<file path="src/rtl/seq_pkg.sv">
// Shared definitions for the serializer / sequence-detector pair:
// state codes for both FSMs and a counter-width helper.
package seq_pkg;

    // Serializer state codes
    localparam logic [1:0] SER_IDLE  = 2'd0;
    localparam logic [1:0] SER_SHIFT = 2'd1;
    localparam logic [1:0] SER_DONE  = 2'd2;

    typedef enum logic [1:0] {
        ST_IDLE  = SER_IDLE,
        ST_SHIFT = SER_SHIFT,
        ST_DONE  = SER_DONE
    } ser_state_t;

    // Sequence detector state codes (detects 1101 on the serial stream)
    localparam logic [2:0] DET_S0   = 3'd0;
    localparam logic [2:0] DET_S1   = 3'd1;
    localparam logic [2:0] DET_S11  = 3'd2;
    localparam logic [2:0] DET_S110 = 3'd3;
    localparam logic [2:0] DET_HIT  = 3'd4;

    // Width of a counter that must hold 0..n-1; never less than one bit
    function automatic int cnt_width(input int n);
        return (n > 1) ? $clog2(n) : 1;
    endfunction

endpackage

</file>
<file path="src/rtl/seq_serializer_bit_tick.sv">
// Bit-period prescaler: counts 0..DIV-1 and flags the last cycle of
// each bit period with tick. clear holds the count at zero.
module bit_tick
    import seq_pkg::*;
#(
    parameter int DIV = 4
) (
    input  logic clk,
    input  logic clr_n,
    input  logic clear,
    output logic tick
);

    localparam int CW = cnt_width(DIV);

    logic [CW-1:0] cnt_reg;

    // Free-running modulo-DIV count, restarted whenever clear is high
    always_ff @(posedge clk or negedge clr_n) begin
        if (!clr_n) begin
            cnt_reg <= '0;
        end else if (clear || tick) begin
            cnt_reg <= '0;
        end else begin
            cnt_reg <= cnt_reg + CW'(1);
        end
    end

    assign tick = (cnt_reg == CW'(DIV - 1));

endmodule

</file>
<file path="src/rtl/seq_serializer.sv">
// Parallel-to-serial converter: accepts a WIDTH-bit word on a
// valid/ready handshake and shifts it out MSB first, each bit held
// for DIV clock cycles, followed by a one-cycle done pulse.
module seq_serializer
    import seq_pkg::*;
#(
    parameter int WIDTH = 8,
    parameter int DIV   = 4
) (
    input  logic             clk,
    input  logic             clr_n,
    input  logic [WIDTH-1:0] load_data,
    input  logic             load_valid,
    output logic             load_ready,
    output logic             dout,
    output logic             bit_strobe,
    output logic             busy,
    output logic             done
);

    generate
        if (WIDTH < 2 || DIV < 1) begin : g_bad_params
            $error("seq_serializer: WIDTH must be >= 2 and DIV >= 1");
        end
    endgenerate

    localparam int BW = cnt_width(WIDTH);

    ser_state_t       state_reg, state_next;
    logic [WIDTH-1:0] shift_reg, shift_next;
    logic [BW-1:0]    bit_cnt_reg, bit_cnt_next;
    logic             strobe_reg, strobe_next;
    logic             tick;
    logic             tick_clear;

    // Prescaler only runs while shifting, so every word starts at count 0
    assign tick_clear = (state_reg != ST_SHIFT);

    bit_tick #(
        .DIV (DIV)
    ) u_bit_tick (
        .clk   (clk),
        .clr_n (clr_n),
        .clear (tick_clear),
        .tick  (tick)
    );

    // State register; reset aborts any word in flight
    always_ff @(posedge clk or negedge clr_n) begin
        if (!clr_n) begin
            state_reg <= ST_IDLE;
        end else begin
            state_reg <= state_next;
        end
    end

    // Datapath registers: shift register, remaining-bit count, strobe
    always_ff @(posedge clk or negedge clr_n) begin
        if (!clr_n) begin
            shift_reg   <= '0;
            bit_cnt_reg <= '0;
            strobe_reg  <= 1'b0;
        end else begin
            shift_reg   <= shift_next;
            bit_cnt_reg <= bit_cnt_next;
            strobe_reg  <= strobe_next;
        end
    end

    // Next-state, datapath update and Moore outputs
    always_comb begin
        state_next   = state_reg;
        shift_next   = shift_reg;
        bit_cnt_next = bit_cnt_reg;
        strobe_next  = 1'b0;
        load_ready   = 1'b0;
        busy         = 1'b0;
        done         = 1'b0;
        dout         = 1'b0;
        case (state_reg)
            ST_IDLE: begin
                load_ready = 1'b1;
                if (load_valid) begin
                    shift_next   = load_data;
                    bit_cnt_next = BW'(WIDTH - 1);
                    strobe_next  = 1'b1;
                    state_next   = ST_SHIFT;
                end
            end
            ST_SHIFT: begin
                busy = 1'b1;
                dout = shift_reg[WIDTH-1];
                if (tick) begin
                    if (bit_cnt_reg == '0) begin
                        shift_next = '0;
                        state_next = ST_DONE;
                    end else begin
                        // Next bit begins next cycle: advance and strobe it
                        shift_next   = {shift_reg[WIDTH-2:0], 1'b0};
                        bit_cnt_next = bit_cnt_reg - BW'(1);
                        strobe_next  = 1'b1;
                    end
                end
            end
            ST_DONE: begin
                done       = 1'b1;
                state_next = ST_IDLE;
            end
            default: begin
                state_next = ST_IDLE;
            end
        endcase
    end

    assign bit_strobe = strobe_reg;

endmodule

</file>
<file path="config.mk">
export PLATFORM = sky130hd
export DESIGN_NAME = seq_serializer
export DESIGN_NICKNAME = d
export VERILOG_FILES = /design/src/rtl/seq_pkg.sv /design/src/rtl/seq_serializer_bit_tick.sv /design/src/rtl/seq_serializer.sv
export SDC_FILE = /design/constraint.sdc
export NUM_CORES = 1
export LEC_CHECK = 0
export ABC_AREA = 1
export BUFFER_PORTS_ARGS = -buffer_cell sky130_fd_sc_hd__buf_2
export CAP_MARGIN = 0
export CORE_UTILIZATION = 45
export DETAILED_ROUTE_END_ITERATION = 12
export GPL_ROUTABILITY_DRIVEN = 0
export PLACE_DENSITY_LB_ADDON = 0.3
export SKIP_LAST_GASP = 1
export SYNTH_ARGS = -nofsm -noshare
export SYNTH_HDL_FRONTEND = slang
export SYNTH_SLANG_ARGS = --single-unit
</file>
<file path="constraint.sdc">
create_clock -name clk -period 1.6 [get_ports clk]
set_clock_uncertainty 0.2 [all_clocks]
set_input_delay 0.32 -clock clk [delete_from_list [all_inputs] [get_ports clk]]
set_output_delay 0.32 -clock clk [all_outputs]
set_load 0.01 [all_outputs]
</file>
---- Yosys cells after proc, flatten, opt, wreduce, memory -nomap -nowiden ----
Cells that the tools add are included.
storage, ports and cells
  register bits ........................... 16
  input port bits ......................... 11
  output and inout bits ................... 5
  logic and storage cells ................. 43
operators by class
  add/subtract/negate cells ............... 2
  equality and inequality tests ........... 8
  multiplexer cells ....................... 21
  reduce and logical (&&, ||, !) cells .... 7
operator list
  operator             count
  $mux 8               3
  $pmux 8 s2           1
  $mux 3               3
  $mux 2               4
  $mux 1               7
  $ne 2x2->1 const B   3
  $pmux 3 s2           1
  $reduce_and 3->1     2
  $eq 2x2->1 const B   2
  $ne 2x1->1 const B   2
  $pmux 2 s2           1
  $reduce_and 4->1     1
  $logic_not 3->1      1
  $sub 3x1->3 const B  1
  $add 2x1->2 const B  1
  $eq 2x1->1 const B   1
  $logic_not 2->1      1
  $pmux 1 s2           1
  $reduce_bool 2->1    1
  $logic_or 1x1->1     1

---- Depth between registers and ports, before layout ----
Gate-level depths: netlist of the first run.
  word-level depth ........................ 4
  depth in mapped cells ................... 7
  mapped depth without buffers ............ 7

---- Cells and area by module ----
Synthesis of the first run repeated with hierarchy kept, for this count alone.
second synthesis, totals
  cell total of the unflattened synthesis .. 110
  area total of the unflattened synthesis .. 843.3 µm²
modules (own cells, without submodules)
  module          times used  cells an instance  area each (µm²)  sequential area each (µm²)
  seq_serializer  1           101                758.2            350.3
  bit_tick        1           9                  85.1             50.0

---- Worst setup path after synthesis of the first run ----
OpenSTA, ideal clock, no wires.
  kind .................................... register -> register
  from .................................... register state_reg[0]
  to ...................................... register shift_reg[2]
  library setup time ...................... 0.117 ns
  arrival time ............................ 1.095 ns
  data required time ...................... 1.283 ns
  slack ................................... 0.188 ns
  cell stages (with the launch flop) ...... 6
  path buffers ............................ 1
  clock period less this slack ............ 1.412 ns
  path through ............................ dfrtp_1 -> nor2_1 -> nand2_2 -> clkbuf_8 -> nand3_1 -> nand2_1
on the way
  word-level cells in the longest chain between the ends .. 3
  elaborated cells on any way between the ends .. 7
  classes of those cells .................. eq/ne (3); mux (1); reduce/logical (3)
RTL lines
  what                                                       RTL line              source
  start, declared                                            seq_serializer.sv:29  ser_state_t state_reg, state_next;
  start signal, assigned                                     seq_serializer.sv:53  state_reg <= state_next;
  $eq 2x1->1 or $logic_not 2->1 (tied branches)              seq_serializer.sv:80  case (state_reg)
  $ne 2x1->1 (no source line), or another cell as far along  n/a
  $reduce_and 3->1 (no source line)                          n/a
  end signal, assigned                                       seq_serializer.sv:64  shift_reg <= shift_next;
  end, declared                                              seq_serializer.sv:30  logic [WIDTH-1:0] shift_reg, shift_next;
Several ways; a longest one is shown, not always the timed one.
A chain may end at the register's enable or synchronous reset.

---- Worst setup path after layout of the first run ----
  from .................................... register state_reg[0]
  to ...................................... output dout
on the way
  word-level cells in the longest chain between the ends .. 2
RTL lines
  what           RTL line              source
  $eq 2x1->1     seq_serializer.sv:80
  $mux 1         seq_serializer.sv:80
  end, declared  seq_serializer.sv:15  output logic dout,
Every way passes these cells.

==> reports/results.tsv, run 1 <==
stage	metric	value	unit
critical_path	R2R Setup Slk	110	ps
cts	CTS tree	built	
detailed_routing	Total Routed Length	1680	microns
layout	max reg flops	8	
layout	synth-to-layout area growth	25.9	%
power	Power Density	1870	nW/um^2
critical_path	family with the most delay on the worst path	flip-flops	
power	VDD IR max	0.885	mV
timing	setup_tns	-11.3	ps
detailed_routing	DR iter-0 viols	12	
critical_path	slowest stage cell, crit path	dfrtp_2	
critical_path	critical path launch point	state_reg[0]$_DFFE_PN0P_	
synthesis	synthesized area	826	sq um
cts	CTS max path bufs	2	
timing	Tightest Pin Transition	361	ps
cts	CTS Buf Count	3	
die	# IOs	16	
grt	initial antenna violation count	0	
detailed_routing	DR vias	720	
synthesis	synth warn	0	
layout	nets	143	
die	Core ar.	1730	sq um
critical_path	Arrival @ worst endpoint	1090	ps
timing	unrepaired setup endpoints after global routing	true	
synthesis	sequential fraction of the synthesis area	48.5	%
layout	non-filler cells, final	153	
synthesis	syn_area_per_cell	7.94	sq um
grt	first-pass GRT wire length	2590	microns
timing	Final setup viols	1	
synthesis	count of cell types in the netlist	12	
grt	overflow left after global routing	0	
critical_path	CP Cell Sequence	buf_6, nand2_8, nor2_2, buf_2	
timing	count of pins over their slew limit	0	
detailed_routing	Remaining DRCs	0	
layout	# diodes	0	
grt	vias in the first global route	600	
die	Core Rows	15	
detailed_routing	Post-DRT Antenna Nets	0	
placement	port bufs	15	
placement	HPWL Detailed	1160	microns
critical_path	reg-to-reg critical path startpoint	bit_cnt_reg[0]$_DFFE_PN0P_	
placement	# placed instances	143	
run_status	failing checks	setup timing	
die	Die Wd	44.8	microns
critical_path	CP Launch Type	flop	
cts	clk sinks	16	
layout	Fillers	175	
cts	Root Buffer	clkbuf_4	
detailed_routing	Via density	4.71	
detailed_routing	drt wl/cell	11.0	microns
power	Final Power	1.94	mW
timing	Final Hold Fails	0	
synthesis	syn_nets	118	
timing	Final Cycle Share	101	%
cts	H-tree Lvls	1	
critical_path	Crit Path Class	flop to output pin	
detailed_routing	drt pass-1 iters	4	
power	Leakage	0.589	nW
die	die height	44.8	microns
grt	GR Util All Layers	17.8	%
synthesis	Syn Inst Count	104	
run	Max-cap violations	0	
layout	share of layout cells above drive strength 1	30.5	%
timing	Slew headroom	75.9	%
critical_path	crit path buf inv count	2	
grt	largest net degree at the start of global routing	17	
layout	Final Instance Area	1040	sq um
critical_path	CP Capture Type	output pin	
cts	clock network latency to the later pin of the worst-skew pair	290	ps
synthesis	Seq cells post-synth	16	
placement	Post-DP Area	918	sq um
cts	Worst-path clk slew	90	ps
min_path	HP Start	load_data[0]	
timing	Peak Freq	0.621	GHz
critical_path	critical-path maximum fanout	4	
timing	crit path time final	1610	ps
critical_path	Req. time, crit path	1080	ps
run_status	status	finished, violations left	
die	starting density of the core	47.8	%
critical_path	CP max stage delay	450	ps
min_path	Min-Delay Path Class	input pin to flop	
die	die area	2010	sq um
timing	final hold slack	70.4	ps
timing	post-route setup slack	-11.3	ps
final timing paths:
path / end / cells past startpoint
worst max register to register: bit_cnt_reg[0]$_DFFE_PN0P_ / 7
max in group asynchronous: state_reg[1]$_DFFE_PN0P_ / 2
worst max-delay path: dout / 4
min in group asynchronous: u_bit_tick.cnt_reg[1]$_DFF_PN0_ / 2
worst min register to register: u_bit_tick.cnt_reg[0]$_DFF_PN0_ / 1
worst min-delay path: shift_reg[0]$_DFFE_PN0P_ / 3
cells by family after synthesis:
kind of cell	after synthesis	synth area share [%]
buffers and inverters	10	6.21
AND/OR/NAND/NOR	75	40.8
flip-flops	16	48.5
adder cells (fa/ha/maj)	3	4.55
layout by cell type (no fill, tap or decap):
| cell | Yosys | layout |
|---|---|---|
| buf_6 | 0 | 1 |
| clkbuf_8 | 1 | 1 |
| dfrtp_2 | 0 | 2 |
| dlygate4sd3_1 | 0 | 1 |
| buf_2 | 0 | 15 |
| nand3_2 | 1 | 1 |
| nand3_1 | 21 | 21 |
| inv_1 | 8 | 6 |
| nor2_4 | 1 | 1 |
| buf_4 | 1 | 5 |
| nand2_2 | 5 | 2 |
| nand2_1 | 40 | 40 |
| clkbuf_4 | 0 | 3 |
| nor2_2 | 0 | 2 |
| inv_2 | 0 | 1 |
| ha_1 | 3 | 3 |
| nor2_1 | 6 | 4 |
| inv_4 | 0 | 1 |
| nand2_8 | 0 | 1 |
| or2_2 | 1 | 1 |
| dfrtp_1 | 16 | 14 |
| nand2_4 | 0 | 2 |
layout make-up:
cell class                 instances  area [sq um]  area share (%)
clock buffer                       4          36.3            3.49
inverter                           8          32.5            3.13
multi-input combinational         78           403            38.7
sequential                        16           403            38.7
tap                               25          31.3            3.01
timing repair buffer              22           134            12.9
metrics by stage:
| stage | util, % | setup WS, ps |
|---|---|---|
| floorplan | - | 188 |
| global placement | 53.2 | 174 |
| detailed placement | 53.2 | 114 |
| CTS | 57.5 | -79.2 |
| global route | 60.2 | -64.2 |
| finish | 60.2 | -11.3 |
power by group:
group	leakage (nW)	switching, mW	internal, mW
combinational	0.368	0.575	0.419
clock	0.0210	0.130	0.139
sequential	0.200	0.104	0.575
per-layer routing:
layer | GRT usage (%) | vias up | share of wire [%]
li1 | - | 378 | -
met3 | 4.40 | 4 | 3.2
met1 | 23.1 | 319 | 46
met5 | 0 | - | 0
met2 | 29.1 | 19 | 50
met4 | 6.06 | 0 | 1.1
cells in the mapped netlist (all sizes together):
library cell	number	area (sq um)
or2	1	6.26
nor2	7	33.8
inv	8	30.0
clkbuf	1	13.8
dfrtp	16	400
nand3	22	115
buf	1	7.51
ha	3	37.5
nand2	45	181
worst reg2reg max path, stage by stage (launching register included):
cell and delay [ps]:
dfrtp_1 380, inv_1 70, ha_1 200, nand2_2 170, nand3_2 150, nand2_1 150, nand2_1 70, nand2_1 60
timing repair:
action	CTS	global route
hold buffers	1	0
endpoints found under the setup margin	3	10
pin swaps	1	1
endpoints found under the hold margin	16	0
setup buffers	3	2
gates resized for setup	2	10
(Power assumes the default switching activity.)
==> run 2: changes to the inputs <==
CORE_UTILIZATION = 42   (was 45)
==> run 2 against run 1 <==
Clock power hardly changed. Combinational power down 3.8%. Largest cell class unchanged. The flow still finishes with violations (setup timing). Utilization is 2.3 points lower. Worst hold slack better by 4.5 ps. First-iteration DRC count is 8.3% lower. Worst setup slack better by 3.1 ps. Non-clock buffer count down 1. Sequential power about the same. Power decreased by 2.1%. Sequential cell count did not move.
==> reports/results.tsv, run 2 (same netlist as run 1, synthesis figures left out) <==
stage	metric	value	unit	change
power	sw frac	41.3	%	-0.38 points
layout	share of layout cells above drive strength 1	28.3	%	-2.1 points
detailed_routing	DR vias	725		+0.69%
critical_path	CP max stage delay	410	ps	-40 ps
grt	first-pass GRT wire length	2640	microns	+1.6%
timing	Final Hold Fails	0		unchanged
power	Power Density	1840	nW/um^2	-1.5%
power	Pint	1.12	mW	-1.5%
critical_path	critical-path maximum fanout	8		+4
critical_path	Crit Path Class	flop to output pin		
die	Core Rows	15		unchanged
critical_path	crit path buf inv count	2		unchanged
timing	count of pins over their slew limit	0		unchanged
layout	Storage cell area	402	sq um	-0.31%
detailed_routing	Post-DRT Antenna Nets	0		unchanged
die	die area	2150	sq um	+6.8%
cts	H-tree Lvls	1		unchanged
power	Leakage	0.593	nW	+0.61%
run_status	failing checks	setup timing		
layout	most common cell after layout, fill and taps aside	nand2_1		
timing	Tightest Pin Transition	359	ps	-2.20 ps
timing	unrepaired setup endpoints after global routing	true		
cts	CTS tree	built		
grt	initial antenna violation count	0		unchanged
detailed_routing	drt wl/cell	10.6	microns	-3.2%
critical_path	R2R Setup Slk	100	ps	about the same
run	Max-cap violations	0		unchanged
critical_path	reg-to-reg critical path startpoint	state_reg[0]$_DFFE_PN0P_		
timing	post-route setup slack	-8.21	ps	+3.08 ps
detailed_routing	Total Routed Length	1620	microns	-3.9%
grt	overflow left after global routing	0		unchanged
layout	Final Instance Area	1030	sq um	-0.60%
critical_path	family with the most delay on the worst path	flip-flops		
critical_path	reg2reg path depth	7		unchanged
timing	setup_tns	-11.0	ps	+0.273 ps
die	starting density of the core	46.3	%	-1.5 points
layout	most frequent cells in the layout	nand2_1, nand3_1, dfrtp_1		
min_path	Worst Hold Path EP	shift_reg[0]$_DFFE_PN0P_		
grt	GR Util All Layers	17.8	%	about the same
power	VDD IR max	0.848	mV	-4.1%
cts	clock network latency to the later pin of the worst-skew pair	290	ps	about the same
die	Die Wd	46.3	microns	+3.4%
critical_path	CP Capture Type	output pin		
cts	Worst-path clk slew	90	ps	about the same
die	# IOs	16		unchanged
placement	HPWL Detailed	1130	microns	-2.4%
timing	Final setup viols	2		+1
placement	Post-DP Area	918	sq um	unchanged
power	Clk pwr share	14.0	%	+0.2 points
placement	# placed instances	143		unchanged
layout	multi-input logic area	399	sq um	-0.93%
placement	port bufs	15		unchanged
power	Final Power	1.90	mW	-2.1%
min_path	Hold Crit Depth	3		unchanged
detailed_routing	drt pass-1 iters	4		unchanged
layout	# diodes	0		unchanged
detailed_routing	Remaining DRCs	0		unchanged
cts	Root Buffer	clkbuf_4		
layout	Fillers	162		-7.4%
layout	max reg flops	8		unchanged
min_path	HP Start	load_data[0]		
power	sequential share of power	35.8	%	+0.8 points
timing	Slew headroom	76.1	%	+0.15 points
timing	crit path time final	1610	ps	-3.08 ps
cts	clk sinks	16		unchanged
layout	nets	142		-0.70%
min_path	Min-Delay Path Class	input pin to flop		
grt	vias in the first global route	628		+4.7%
power	Logic pwr share	50.3	%	-0.9 points
layout	non-filler cells, final	152		-0.65%
critical_path	RR Endpoint	shift_reg[4]$_DFFE_PN0P_		
timing	Final Cycle Share	101	%	-0.19 points
run_status	status	finished, violations left		
cts	CTS Buf Count	3		unchanged
timing	Peak Freq	0.622	GHz	+0.19%
critical_path	Arrival @ worst endpoint	1090	ps	about the same
detailed_routing	DR iter-0 viols	11		-1
critical_path	CP Launch Type	flop		
grt	largest net degree at the start of global routing	17		unchanged
die	Core ar.	1780	sq um	+3.3%
critical_path	CP Cell Sequence	inv_2, nand2_4, nor2_1, buf_2		
die	die height	46.3	microns	+3.4%
power	sw power	0.785	mW	-3.0%
critical_path	slowest stage cell, crit path	dfrtp_1		
layout	synth-to-layout area growth	25.2	%	
cts	CTS max path bufs	2		unchanged
detailed_routing	Via density	4.77		+1.4%
critical_path	Req. time, crit path	1080	ps	about the same
run 2: how the worst max path moves through the flow:
stage | to | from | depth (start not counted)
floorplan | shift_reg[2]$_DFFE_PN0P_ | state_reg[0]$_DFFE_PN0P_ | 5
CTS | dout | state_reg[1]$_DFFE_PN0P_ | 4
finish | dout | state_reg[1]$_DFFE_PN0P_ | 4
global placement | shift_reg[1]$_DFFE_PN0P_ | state_reg[0]$_DFFE_PN0P_ | 5
global route | dout | state_reg[1]$_DFFE_PN0P_ | 4
detailed placement | shift_reg[4]$_DFFE_PN0P_ | state_reg[0]$_DFFE_PN0P_ | 5
run 2: layout make-up:
type	count	area share, %
multi-input combinational	78	38.6
tap	25	3.03
inverter	8	2.91
clock buffer	4	3.51
sequential	16	38.9
timing repair buffer	21	13.1
run 2: power groups by stage:
stage	registers [mW]	clock network [mW]	logic (mW)
2_1_floorplan	0.659	0	0.652
3_3_place_gp	0.675	0	0.815
3_5_place_dp	0.677	0	0.837
4_1_cts	0.675	0.277	0.874
5_1_grt	0.699	0.287	1.09
6_report	0.680	0.266	0.956
run 2: what timing repair did:
item / CTS / global route
hold endpoints to repair: 16 / 0
hold buffers: 1 / 0
setup buffers: 2 / 2
pin swaps: 1 / 0
endpoints found under the setup margin: 3 / 10
resized for setup: 3 / 7
run 2: worst register-to-register path: cells and delay by family (launching register included):
family / cells / cell delay (ps)
AND/OR/NAND/NOR: 5 / 460
flip-flops: 1 / 470
buffers and inverters: 2 / 260
run 2: layer usage:
layer  wire [microns]  global-route usage [%]
met1              778                    22.1
met2              768                    28.3
met3               58                    7.06
met4               12                    5.29
met5                0                       0
run 2: per-stage QoR:
stage	setup WS (ps)	util (%)	hold WS [ps]
after floorplan	188	-	-176
after global placement	156	51.5	52.6
after detailed placement	130	51.5	56.0
after CTS	-76.3	55.4	70.4
after global routing	-68.1	58.0	124
final	-8.21	58.0	75.0
